<file path="config.mk">
export PLATFORM = sky130hd
export DESIGN_NAME = if_fetch_stage
export DESIGN_NICKNAME = d
export VERILOG_FILES = /design/src/rtl/cpu_defs_pkg.sv /design/src/rtl/fetch_perf_cnt.sv /design/src/rtl/if_fetch_stage.sv
export SDC_FILE = /design/constraint.sdc
export NUM_CORES = 1
export LEC_CHECK = 0
export ABC_AREA = 1
export ABC_CLOCK_PERIOD_IN_PS = 1950
export CAP_MARGIN = 20
export CORE_MARGIN = 2
export CORE_UTILIZATION = 45
export DETAILED_ROUTE_END_ITERATION = 6
export PLACE_DENSITY = 0.8
export SETUP_SLACK_MARGIN = 0.5
export SKIP_CTS_REPAIR_TIMING = 1
export SYNTH_ARGS = -nofsm -noshare
export SYNTH_HDL_FRONTEND = slang
export SYNTH_SLANG_ARGS = --single-unit
export TNS_END_PERCENT = 10
</file>
<file path="constraint.sdc">
create_clock -name clk -period 1.95 [get_ports clk]
set_clock_uncertainty 0.1 [all_clocks]
set_input_delay 0.39 -clock clk [delete_from_list [all_inputs] [get_ports clk]]
set_output_delay 0.39 -clock clk [all_outputs]
set_load 0.01 [all_outputs]
</file>
<file path="src/rtl/cpu_defs_pkg.sv">
// -----------------------------------------------------------------------------
// cpu_defs : constants shared by fetch, decode and the hazard unit.
//   OPC_HLT        opcode in instr[15:12] that freezes fetch
//   NOP_INSTR      encoding inserted into the pipeline as a bubble
//   ADDR_W/INSTR_W default PC and instruction widths
//   fetch_action_e the single action the fetch stage takes on a given edge
// -----------------------------------------------------------------------------
package cpu_defs;

  localparam int ADDR_W_DEF  = 16;
  localparam int INSTR_W_DEF = 16;

  localparam logic [3:0]  OPC_HLT   = 4'hF;
  localparam logic [15:0] NOP_INSTR = 16'h0000;

  // Ordered by priority: redirect beats stall, stall beats halt, and so on.
  typedef enum logic [2:0] {
    FA_REDIRECT = 3'd0,
    FA_STALL    = 3'd1,
    FA_HALTED   = 3'd2,
    FA_FLUSH    = 3'd3,
    FA_NORMAL   = 3'd4
  } fetch_action_e;

endpackage

</file>
<file path="src/rtl/fetch_perf_cnt.sv">
// -----------------------------------------------------------------------------
// fetch_perf_cnt : two saturating 32-bit event counters for the fetch stage.
//   clk, rst         clock and synchronous active-high clear
//   fetch_inc        count one valid IF/ID load
//   stall_inc        count one stalled cycle
//   perf_fetch_cnt   number of valid IF/ID loads (saturating)
//   perf_stall_cnt   number of stalled cycles (saturating)
// -----------------------------------------------------------------------------
module fetch_perf_cnt (
  input  logic        clk,
  input  logic        rst,
  input  logic        fetch_inc,
  input  logic        stall_inc,
  output logic [31:0] perf_fetch_cnt,
  output logic [31:0] perf_stall_cnt
);

  localparam logic [31:0] CNT_MAX = 32'hFFFF_FFFF;

  logic [1:0]  inc;
  logic [31:0] cnt_reg [2];

  assign inc = {stall_inc, fetch_inc};

  generate
    for (genvar gi = 0; gi < 2; gi++) begin : g_cnt
      always_ff @(posedge clk) begin
        if (rst) begin
          cnt_reg[gi] <= '0;
        end else if (inc[gi] && (cnt_reg[gi] != CNT_MAX)) begin
          cnt_reg[gi] <= cnt_reg[gi] + 32'd1;
        end
      end
    end
  endgenerate

  assign perf_fetch_cnt = cnt_reg[0];
  assign perf_stall_cnt = cnt_reg[1];

endmodule

</file>
<file path="src/rtl/if_fetch_stage.sv">
// -----------------------------------------------------------------------------
// if_fetch_stage : instruction-fetch stage. Owns the PC and the IF/ID register.
//   clk, rst       clock; synchronous active-high reset
//   stall_if       hold PC, IF/ID and halt state
//   flush_if       load a bubble into IF/ID; PC still advances
//   redirect       load redirect_pc into PC, bubble IF/ID, cancel halt
//   redirect_pc    redirect target
//   im_addr        instruction memory address (current PC)
//   im_rd_en       instruction memory read enable (low once halted)
//   im_instr       word returned by instruction memory for im_addr
//   ifid_instr     IF/ID instruction (NOP when bubble)
//   ifid_pc_plus1  IF/ID PC+1 of the captured instruction
//   ifid_valid     IF/ID holds a real instruction
//   halt_fetched   a HLT has been captured and fetch is frozen
// Optional macro IF_PERF_CNT_EN adds perf_fetch_cnt / perf_stall_cnt outputs.
// -----------------------------------------------------------------------------
module if_fetch_stage
  import cpu_defs::*;
#(
  parameter int                ADDR_W  = ADDR_W_DEF,
  parameter int                INSTR_W = INSTR_W_DEF,
  parameter logic [ADDR_W-1:0] RST_PC  = '0
) (
  input  logic               clk,
  input  logic               rst,
  input  logic               stall_if,
  input  logic               flush_if,
  input  logic               redirect,
  input  logic [ADDR_W-1:0]  redirect_pc,
  output logic [ADDR_W-1:0]  im_addr,
  output logic               im_rd_en,
  input  logic [INSTR_W-1:0] im_instr,
  output logic [INSTR_W-1:0] ifid_instr,
  output logic [ADDR_W-1:0]  ifid_pc_plus1,
  output logic               ifid_valid,
`ifdef IF_PERF_CNT_EN
  output logic [31:0]        perf_fetch_cnt,
  output logic [31:0]        perf_stall_cnt,
`endif
  output logic               halt_fetched
);

  localparam logic [INSTR_W-1:0] BUBBLE_INSTR = INSTR_W'(NOP_INSTR);

  logic [ADDR_W-1:0]  pc_reg,         pc_next;
  logic [INSTR_W-1:0] ifid_instr_reg, ifid_instr_next;
  logic [ADDR_W-1:0]  ifid_pc1_reg,   ifid_pc1_next;
  logic               ifid_valid_reg, ifid_valid_next;
  logic               halted_reg,     halted_next;

  fetch_action_e      action;
  logic [ADDR_W-1:0]  pc_plus1;
  logic               is_hlt;

  assign pc_plus1 = pc_reg + ADDR_W'(1);   // wraps at 2^ADDR_W
  assign is_hlt   = (im_instr[INSTR_W-1 -: 4] == OPC_HLT);

  always_comb begin
    action = FA_NORMAL;
    if (redirect)        action = FA_REDIRECT;
    else if (stall_if)   action = FA_STALL;
    else if (halted_reg) action = FA_HALTED;
    else if (flush_if)   action = FA_FLUSH;
  end

  always_comb begin
    pc_next         = pc_reg;
    ifid_instr_next = ifid_instr_reg;
    ifid_pc1_next   = ifid_pc1_reg;
    ifid_valid_next = ifid_valid_reg;
    halted_next     = halted_reg;
    case (action)
      FA_REDIRECT: begin
        pc_next         = redirect_pc;
        ifid_instr_next = BUBBLE_INSTR;
        ifid_pc1_next   = '0;
        ifid_valid_next = 1'b0;
        halted_next     = 1'b0;        // a wrong-path HLT is cancelled
      end
      FA_STALL: begin
        // everything holds
      end
      FA_HALTED: begin
        ifid_instr_next = BUBBLE_INSTR;
        ifid_pc1_next   = '0;
        ifid_valid_next = 1'b0;
      end
      FA_FLUSH: begin
        // the squashed word is never inspected, so a flushed HLT cannot halt
        pc_next         = pc_plus1;
        ifid_instr_next = BUBBLE_INSTR;
        ifid_pc1_next   = '0;
        ifid_valid_next = 1'b0;
      end
      default: begin
        ifid_instr_next = im_instr;
        ifid_pc1_next   = pc_plus1;
        ifid_valid_next = 1'b1;
        if (is_hlt) begin
          halted_next = 1'b1;          // PC parks on the HLT address
        end else begin
          pc_next = pc_plus1;
        end
      end
    endcase
  end

  always_ff @(posedge clk) begin
    if (rst) begin
      pc_reg         <= RST_PC;
      ifid_instr_reg <= BUBBLE_INSTR;
      ifid_pc1_reg   <= '0;
      ifid_valid_reg <= 1'b0;
      halted_reg     <= 1'b0;
    end else begin
      pc_reg         <= pc_next;
      ifid_instr_reg <= ifid_instr_next;
      ifid_pc1_reg   <= ifid_pc1_next;
      ifid_valid_reg <= ifid_valid_next;
      halted_reg     <= halted_next;
    end
  end

  // Memory-side outputs depend on registered state only.
  assign im_addr       = pc_reg;
  assign im_rd_en      = ~halted_reg;
  assign ifid_instr    = ifid_instr_reg;
  assign ifid_pc_plus1 = ifid_pc1_reg;
  assign ifid_valid    = ifid_valid_reg;
  assign halt_fetched  = halted_reg;

`ifdef IF_PERF_CNT_EN
  logic fetch_inc;
  logic stall_inc;

  assign fetch_inc = (action == FA_NORMAL);
  assign stall_inc = (action == FA_STALL);

  fetch_perf_cnt u_perf (
    .clk            (clk),
    .rst            (rst),
    .fetch_inc      (fetch_inc),
    .stall_inc      (stall_inc),
    .perf_fetch_cnt (perf_fetch_cnt),
    .perf_stall_cnt (perf_stall_cnt)
  );
`endif

endmodule

</file>
Word-level counts from Yosys, hierarchy flattened

Index checks and enable logic that the tools add are counted.

Register bits: 50
Input bits: 37
Output and inout port bits: 51
Word-level logic and storage cells: 32

$add $sub $neg: 1
Equality and inequality tests: 5
Mux-type cells: 11
Bitwise gates (word level): 3
Reductions and logical operators: 7

Operator list:

| operator                | number |
|---|---|
| $pmux W16 S2            | 2 |
| $pmux W16 S3            | 1 |
| $add A16 B1 Y16 const B | 1 |
| $mux W16                | 1 |
| $mux W3                 | 4 |
| $eq A3 B2 Y1 const B    | 2 |
| $reduce_or A3 Y1        | 2 |
| $eq A4 B4 Y1 const B    | 1 |
| $pmux W1 S2             | 2 |
| $reduce_and A2 Y1       | 2 |
| $eq A3 B1 Y1 const B    | 1 |
| $logic_not A3 Y1        | 1 |
| $ne A3 B1 Y1 const B    | 1 |
| $not A1 Y1              | 3 |
| $reduce_bool A2 Y1      | 1 |
| $reduce_or A2 Y1        | 1 |
| $mux W1                 | 1 |

Logic depth before layout (Yosys ltp)

Gate-level depths: netlist of the first run.

Depth in word-level cells: 8
Depth in mapped cells: 10
Depth with buffers taken out: 9

Worst setup path after synthesis of the first run

OpenSTA, ideal clock, no wires.

Path kind: register to register
Start point: register pc_reg[0], in the netlist im_addr[0]
End point: register pc_reg[6], in the netlist im_addr[6]
Setup time: 0.128 ns
Arrival time: 1.285 ns
Data required time: 1.722 ns
Slack: 0.437 ns
Stages on the path, launching flop included: 9
Buffers on the path: 0
Clock period less this slack: 1.513 ns
Cell sequence: dfxtp_1 ha_1 nand3_2 nor2_1 nand2_1 nand3_1 nor2_1 nor2_1 nor2_1

Word-level cells in the longest chain between the ends: 3

Ends and longest elaborated chain:

| item                   | line                  | text |
|---|---|---|
| from (decl)            | if_fetch_stage.sv:45  | `logic [ADDR_W-1:0] pc_reg, pc_next;` |
| from (signal assigned) | if_fetch_stage.sv:116 | `pc_reg <= pc_next;` |
| $add A16 B1 Y16 (*)    | if_fetch_stage.sv:55  | `assign pc_plus1 = pc_reg + ADDR_W'(1);` |
| $mux W16               | if_fetch_stage.sv:99  | `if (is_hlt) begin` |
| $pmux W16 S3 (*)       | if_fetch_stage.sv:72  | `case (action)` |

Mark *: on every way between the ends. The rest lies on a longest branch, timed or not. The select of a mux whose other input is x is not followed.
A chain may end at the register's enable or synchronous reset.

Worst setup path after layout of the first run

Start point: register pc_reg[7], in the netlist im_addr[7]
End point: output im_addr[7]

RTL lines:

| item      | line                 | text |
|---|---|---|
| to (decl) | if_fetch_stage.sv:30 | `output logic [ADDR_W-1:0] im_addr,` |

No word-level cell between the ends.

==> flow_metrics.tcl, run 1 <==
set metrics [dict create \
    grt_pass1_wl_um 11100 \
    diodes 0 \
    slew_violations 0 \
    wirelength_um 7000 \
    cp_num_cells 1 \
    place_area_um2 3500 \
    ys_top_cells_by_area "dfxtp_1, nand2_1, a21oi_1, nand3_1, inv_1" \
    syn-cell-area_um2 2520 \
    wl_per_cell_um 13.3 \
    numCtsBuffers 5 \
    p_sw_mw 0.584 \
    critPathTopFamily "buffers and inverters" \
    synth_edf_count 0 \
    ys_seq_elements 50 \
    syn_nets 402 \
    routed_via_density 5.04 \
    utilization_pct 66.9 \
    start_util_pct 46.1 \
    cp_cell_sequence "clkdlybuf4s50_1" \
    antenna_found_initial 0 \
    h-tree-depth 2 \
    p_per_area_nw_per_um2 605 \
    die_h_um 78.9 \
    drtIter0Drc 193 \
    final_cells 525 \
    status "complete, no violations" \
    pwr-share-clk_pct 33.5 \
    synth.avg_cell_area_um2 6.93 \
    num-nets-final 490 \
    p_seq_share_pct 49.5 \
    worst_ir_drop_vdd_mv 0.357 \
    cts_tree "done" \
    leakage_nw 1.53 \
    via_count 2647 \
    worstPathArrival_ps 1310 \
    yosysWarningCount 0 \
    rsz0062_at_grt "true" \
    tns_ps 0 \
    ys_top_cells_by_count "nand2_1, dfxtp_1, a21oi_1" \
    ys_seq_area_share_pct 39.7 \
    dr.pass1.iters 5 \
    grt_max_degree 29 \
    hold_viol 0 \
    combPwrFrac_pct 16.9 \
    fillCellCount 505 \
    crit_required_ps 1460 \
    synth-main-ff-cell "dfxtp_1" \
    antenna_left 0 \
    setup_violations 0 \
    yosysUniqueCellTypes 30 \
    cp_slowest_cell "clkdlybuf4s50_1" \
    die_area_um2 6220 \
    layout-drive-gt1-share_pct 15.2 \
    yosys.area.top_type "dfxtp_1" \
    crit_fanout 5 \
    grt_usage_pct 22.5 \
    async_flop_share_pct 0 \
    tightest_slew_ps 450 \
    worst_skew_pair.late_latency_ps 310 \
    power_mw 2.22 \
    syn_to_final_growth_pct 45.1 \
    cts.sinks 50 \
    p_int_mw 1.63 \
    slew_headroom_pct 70.0 \
    rows 27 \
    grt_pass1_vias 2389 \
    yosysMostFrequentCell "nand2_1" \
    finalInstanceArea_um2 3660 \
    synthCells 364 \
    numPortBuffers 87 \
    fin_crit_sh_pct 92.1 \
    path_class "register to output port" \
    grt-ovfl-total 0 \
    endpoint_kind "output port" \
    core_um2 5470 \
    placedCellCount 517 \
    critPathBufInv 1 \
    sw_frac_of_total_pct 26.4 \
    r2r_cells 8 \
    num_io_pins 88 \
    die_w_um 78.9 \
    path_clk_slew_ps 90 \
    synth_top_area_share_pct 39.7 \
    hold_class "register to register" \
    crit_path_max_incr_delay_ps 570 \
    hpwl_um 5190 \
    critical_path.startpoint_type "register" \
    clockBufferDepth 2 \
    drc 0 \
    gp_congestion 0.980 \
    layout_min_cycle_time_ps 1800 \
    cts-root-buf "clkbuf_8" \
    min_path_cells 2 \
    fmax_mhz 557 \
    drv_cap 0 \
]
## cell families (layout without fill, tap and decap cells)
kind of cell / count (synthesis) / in the layout / share of synthesized area, %
AO/OA/AOI/OAI: 63 / 63 / 14.7
XOR/XNOR: 1 / 1 / 0.347
adder cells (fa/ha/maj): 1 / 1 / 0.496
buffers and inverters: 50 / 139 / 8.68
flip-flops: 50 / 50 / 39.7
AND/OR/NAND/NOR: 199 / 199 / 36.1
## power by group through the flow
stage | sequential (mW) | clock, mW | combinational, mW
4_1_cts | 1.10 | 0.752 | 0.376
3_5_place_dp | 1.12 | 0 | 0.374
2_1_floorplan | 1.13 | 0 | 0.167
3_3_place_gp | 1.12 | 0 | 0.369
5_1_grt | 1.10 | 0.804 | 0.407
6_report | 1.10 | 0.743 | 0.375
## cell usage in the layout, fill, tap and decap left out
cell | synthesis | final
dfxtp_1 | 50 | 38
o21ai_0 | 6 | 6
inv_2 | 7 | 7
nand2_2 | 9 | 9
a21boi_1 | 3 | 3
nand3_4 | 1 | 1
nor2_1 | 26 | 26
o21ai_1 | 3 | 3
o21bai_4 | 1 | 1
a22oi_1 | 1 | 1
or2_2 | 1 | 1
buf_2 | 4 | 1
clkinv_2 | 0 | 1
dfxtp_2 | 0 | 7
bufinv_16 | 0 | 1
dfxtp_4 | 0 | 5
nand2_1 | 110 | 110
dlymetal6s2s_1 | 0 | 11
nand3_1 | 30 | 30
a21oi_2 | 5 | 5
nand2_4 | 1 | 1
a21oi_1 | 41 | 41
nor2_4 | 5 | 5
clkbuf_8 | 0 | 5
nand3_2 | 1 | 1
inv_1 | 26 | 26
o21bai_2 | 1 | 1
buf_4 | 3 | 9
a32oi_1 | 1 | 1
a211oi_1 | 1 | 1
buf_12 | 0 | 2
nor2_2 | 4 | 4
xnor2_1 | 1 | 1
nand4_1 | 11 | 11
inv_6 | 0 | 1
ha_2 | 0 | 1
clkdlybuf4s50_1 | 0 | 75
## cell type report
type,count,area (um^2),share of cell area (%)
clock inverters,3,43.8,1.20
flip-flops and latches,50,1030,28.1
multi-input cells,264,1310,35.7
well taps,72,90.1,2.46
inverters,33,124,3.38
clock buffers,5,68.8,1.88
repair buffers,98,1000,27.3
## routing by layer
layer,vias up,global-route usage [%],wire (um)
li1,1350,-,-
met2,100,36.4,3340
met4,0,8.62,126
met3,11,3.75,365
met5,-,0,0
met1,1186,30.2,3160
## worst paths after layout
| kind | startpoint | to | slack [ps] |
|---|---|---|---|
| max | im_addr[7]$_SDFFE_PP0P_ | im_addr[7] | 150 |
| max reg2reg | im_addr[0]$_SDFFE_PP0P_ | im_addr[8]$_SDFFE_PP0P_ | 410 |
| min reg2reg | ifid_valid$_SDFFE_PP0N_ | ifid_valid$_SDFFE_PP0N_ | 370 |
| min | ifid_valid$_SDFFE_PP0N_ | ifid_valid$_SDFFE_PP0N_ | 370 |
## worst register-to-register path: stages (launching register included)
cell	delay (ps)
dfxtp_2	400
ha_2	250
nand3_2	130
inv_2	120
nand3_1	120
nand3_1	110
nor2_1	50
nor2_1	90
nor2_1	40
## per-stage QoR
step | hold slack, ps | worst slack (ps)
2_1_floorplan | 383 | 552
3_3_place_gp | 351 | 36.7
3_5_place_dp | 354 | 3.95
4_1_cts | 368 | 26.7
5_1_grt | 393 | 123
6_report | 366 | 155
Note: power is estimated with default switching activity, not from simulation.
==> inputs of run 2 (changes only) <==
--- a/config.mk
+++ b/config.mk
@@ -11,9 +11,11 @@
 export CORE_MARGIN = 2
 export CORE_UTILIZATION = 45
 export DETAILED_ROUTE_END_ITERATION = 6
+export MAX_ROUTING_LAYER = met4
 export PLACE_DENSITY = 0.8
 export SETUP_SLACK_MARGIN = 0.5
 export SKIP_CTS_REPAIR_TIMING = 1
+export SLEW_MARGIN = 20
 export SYNTH_ARGS = -nofsm -noshare
 export SYNTH_HDL_FRONTEND = slang
 export SYNTH_SLANG_ARGS = --single-unit
==> run 2 against run 1 <==
  * Routed wire length down 0.14%
  * Core utilization up 0.091 points
  * Clock power up 2%
  * Combinational power about the same
  * Non-clock buffer count unchanged
  * Cell area up 0.14%
  * Largest power group unchanged
  * Total power up 0.55%
  * Setup slack better by 45 ps
  * Via count up 2.3%
  * Critical path depth unchanged
  * Flip-flop and latch count unchanged
  * Fmax up 2.6%
==> flow_metrics.tcl, run 2 (same netlist as run 1, synthesis figures left out) <==
set metrics [dict create \
    status "complete, no violations" \
    worst_ir_drop_vdd_mv 0.382 \
    numCtsBuffers 5 \
    h-tree-depth 2 \
    leakage_nw 1.53 \
    antenna_found_initial 0 \
    crit_required_ps 1460 \
    num-nets-final 490 \
    routed_via_density 5.16 \
    hold_start "ifid_instr[5]$_SDFFE_PP0N_" \
    die_area_um2 6220 \
    antenna_left 0 \
    die_h_um 78.9 \
    p_per_area_nw_per_um2 607 \
    p_int_mw 1.63 \
    critPathTopFamily "buffers and inverters" \
    p_sw_mw 0.596 \
    drt-met1-wl_um 3160 \
    cts.sinks 50 \
    layout-drive-gt1-share_pct 16.3 \
    hold_viol 0 \
    wirelength_um 6990 \
    cp_slowest_cell "clkdlybuf4s50_1" \
    worstPathArrival_ps 1260 \
    worst_hold_slack_ps 368 \
    timing.final.ws_setup_ps 199 \
    wl_met3_um 375 \
    rsz0062_at_grt "true" \
    sw_frac_of_total_pct 26.8 \
    core_um2 5470 \
    layout_min_cycle_time_ps 1750 \
    grt_pass1_vias 2460 \
    cp_cell_sequence "clkdlybuf4s50_1" \
    highest_layer "met4" \
    wl_per_cell_um 13.3 \
    final_cell_mix "nand2_1, clkdlybuf4s50_1, a21oi_1" \
    clockBufferDepth 2 \
    die_w_um 78.9 \
    grt_max_degree 29 \
    hold_class "register to register" \
    via_count 2709 \
    timing.rr.start "im_addr[0]$_SDFFE_PP0P_" \
    dp_slack_ps -1.24 \
    diodes 0 \
    slew_violations 0 \
    p_seq_share_pct 49.3 \
    endpoint_kind "output port" \
    startpoint "im_addr[0]$_SDFFE_PP0P_" \
    critical_path.startpoint_type "register" \
    pwr-share-clk_pct 34.0 \
    grt-ovfl-total 0 \
    path_clk_slew_ps 100 \
    numPortBuffers 87 \
    fin_crit_sh_pct 89.8 \
    gp_congestion 0.995 \
    fmax_mhz 571 \
    rows 27 \
    worst_skew_pair.late_latency_ps 310 \
    drtIter0Drc 148 \
    power_mw 2.23 \
    slew_headroom_pct 69.8 \
    syn_to_final_growth_pct 45.3 \
    path_class "register to output port" \
    dr.pass1.iters 7 \
    critPathBufInv 1 \
    setup_violations 0 \
    grt_usage_pct 23.6 \
    drv_cap 0 \
    tns_ps 0 \
    num_io_pins 88 \
    hpwl_um 5220 \
    place_area_um2 3500 \
    finalInstanceArea_um2 3670 \
    start_util_pct 46.1 \
    crit_fanout 6 \
    cts_tree "done" \
    grt_pass1_wl_um 11400 \
    cts-root-buf "clkbuf_8" \
    crit_path_max_incr_delay_ps 550 \
    tightest_slew_ps 453 \
    final_common_cell "nand2_1" \
    combPwrFrac_pct 16.7 \
    wl_met2_um 3330 \
    drc 0 \
]
## run 2: cell types whose count changed in the layout (fill, tap and decap cells not counted)
cell	previous run	this run
dfxtp_1	38	34
dfxtp_4	5	8
clkbuf_2	0	1
dfxtp_2	7	8
dlymetal6s2s_1	11	10
## run 2: power by group through the flow
stage                     sequential (mW)  combinational [mW]  clock, mW
after detailed placement             1.12               0.373          0
after global placement               1.12               0.368          0
final                                1.10               0.373      0.757
after CTS                            1.10               0.375      0.763
after floorplan                      1.13               0.167          0
after global routing                 1.10               0.406      0.819
## run 2: area by class of cell
type                    instances  area, um^2
clock buffers                   5        68.8
clock inverters                 3        43.8
fillers                       478        1810
inverters                      33         124
multi-input cells             264        1310
flip-flops and latches         50        1040
well taps                      72        90.1
repair buffers                 98         993
## run 2: final timing paths
check,endpoint,slack (ps),depth (start not counted)
max,im_addr[0],200,1
min,ifid_instr[5]$_SDFFE_PP0N_,370,2
max reg2reg,im_addr[4]$_SDFFE_PP0P_,400,7
min reg2reg,ifid_instr[5]$_SDFFE_PP0N_,370,2
## run 2: per-stage QoR
stage / util, % / std cells
detailed placement: 63.9 / 517
finish: 67.0 / 525
global route: 67.0 / 525
CTS: 66.0 / 525
floorplan: - / 364
global placement: 63.9 / 517
## run 2: worst reg2reg max path: stages (launching register included)
cell      delay, ps
dfxtp_4         400
ha_2            240
nand3_2         140
inv_2           130
nand2_1          80
a21oi_2         190
a21boi_1        100
a21oi_2         110
## run 2: per-layer routing
layer | vias up | GRT usage (%)
li1 | 1349 | -
met1 | 1249 | 30.6
met2 | 97 | 38.5
met3 | 14 | 3.75
met4 | 0 | 6.55
met5 | - | -
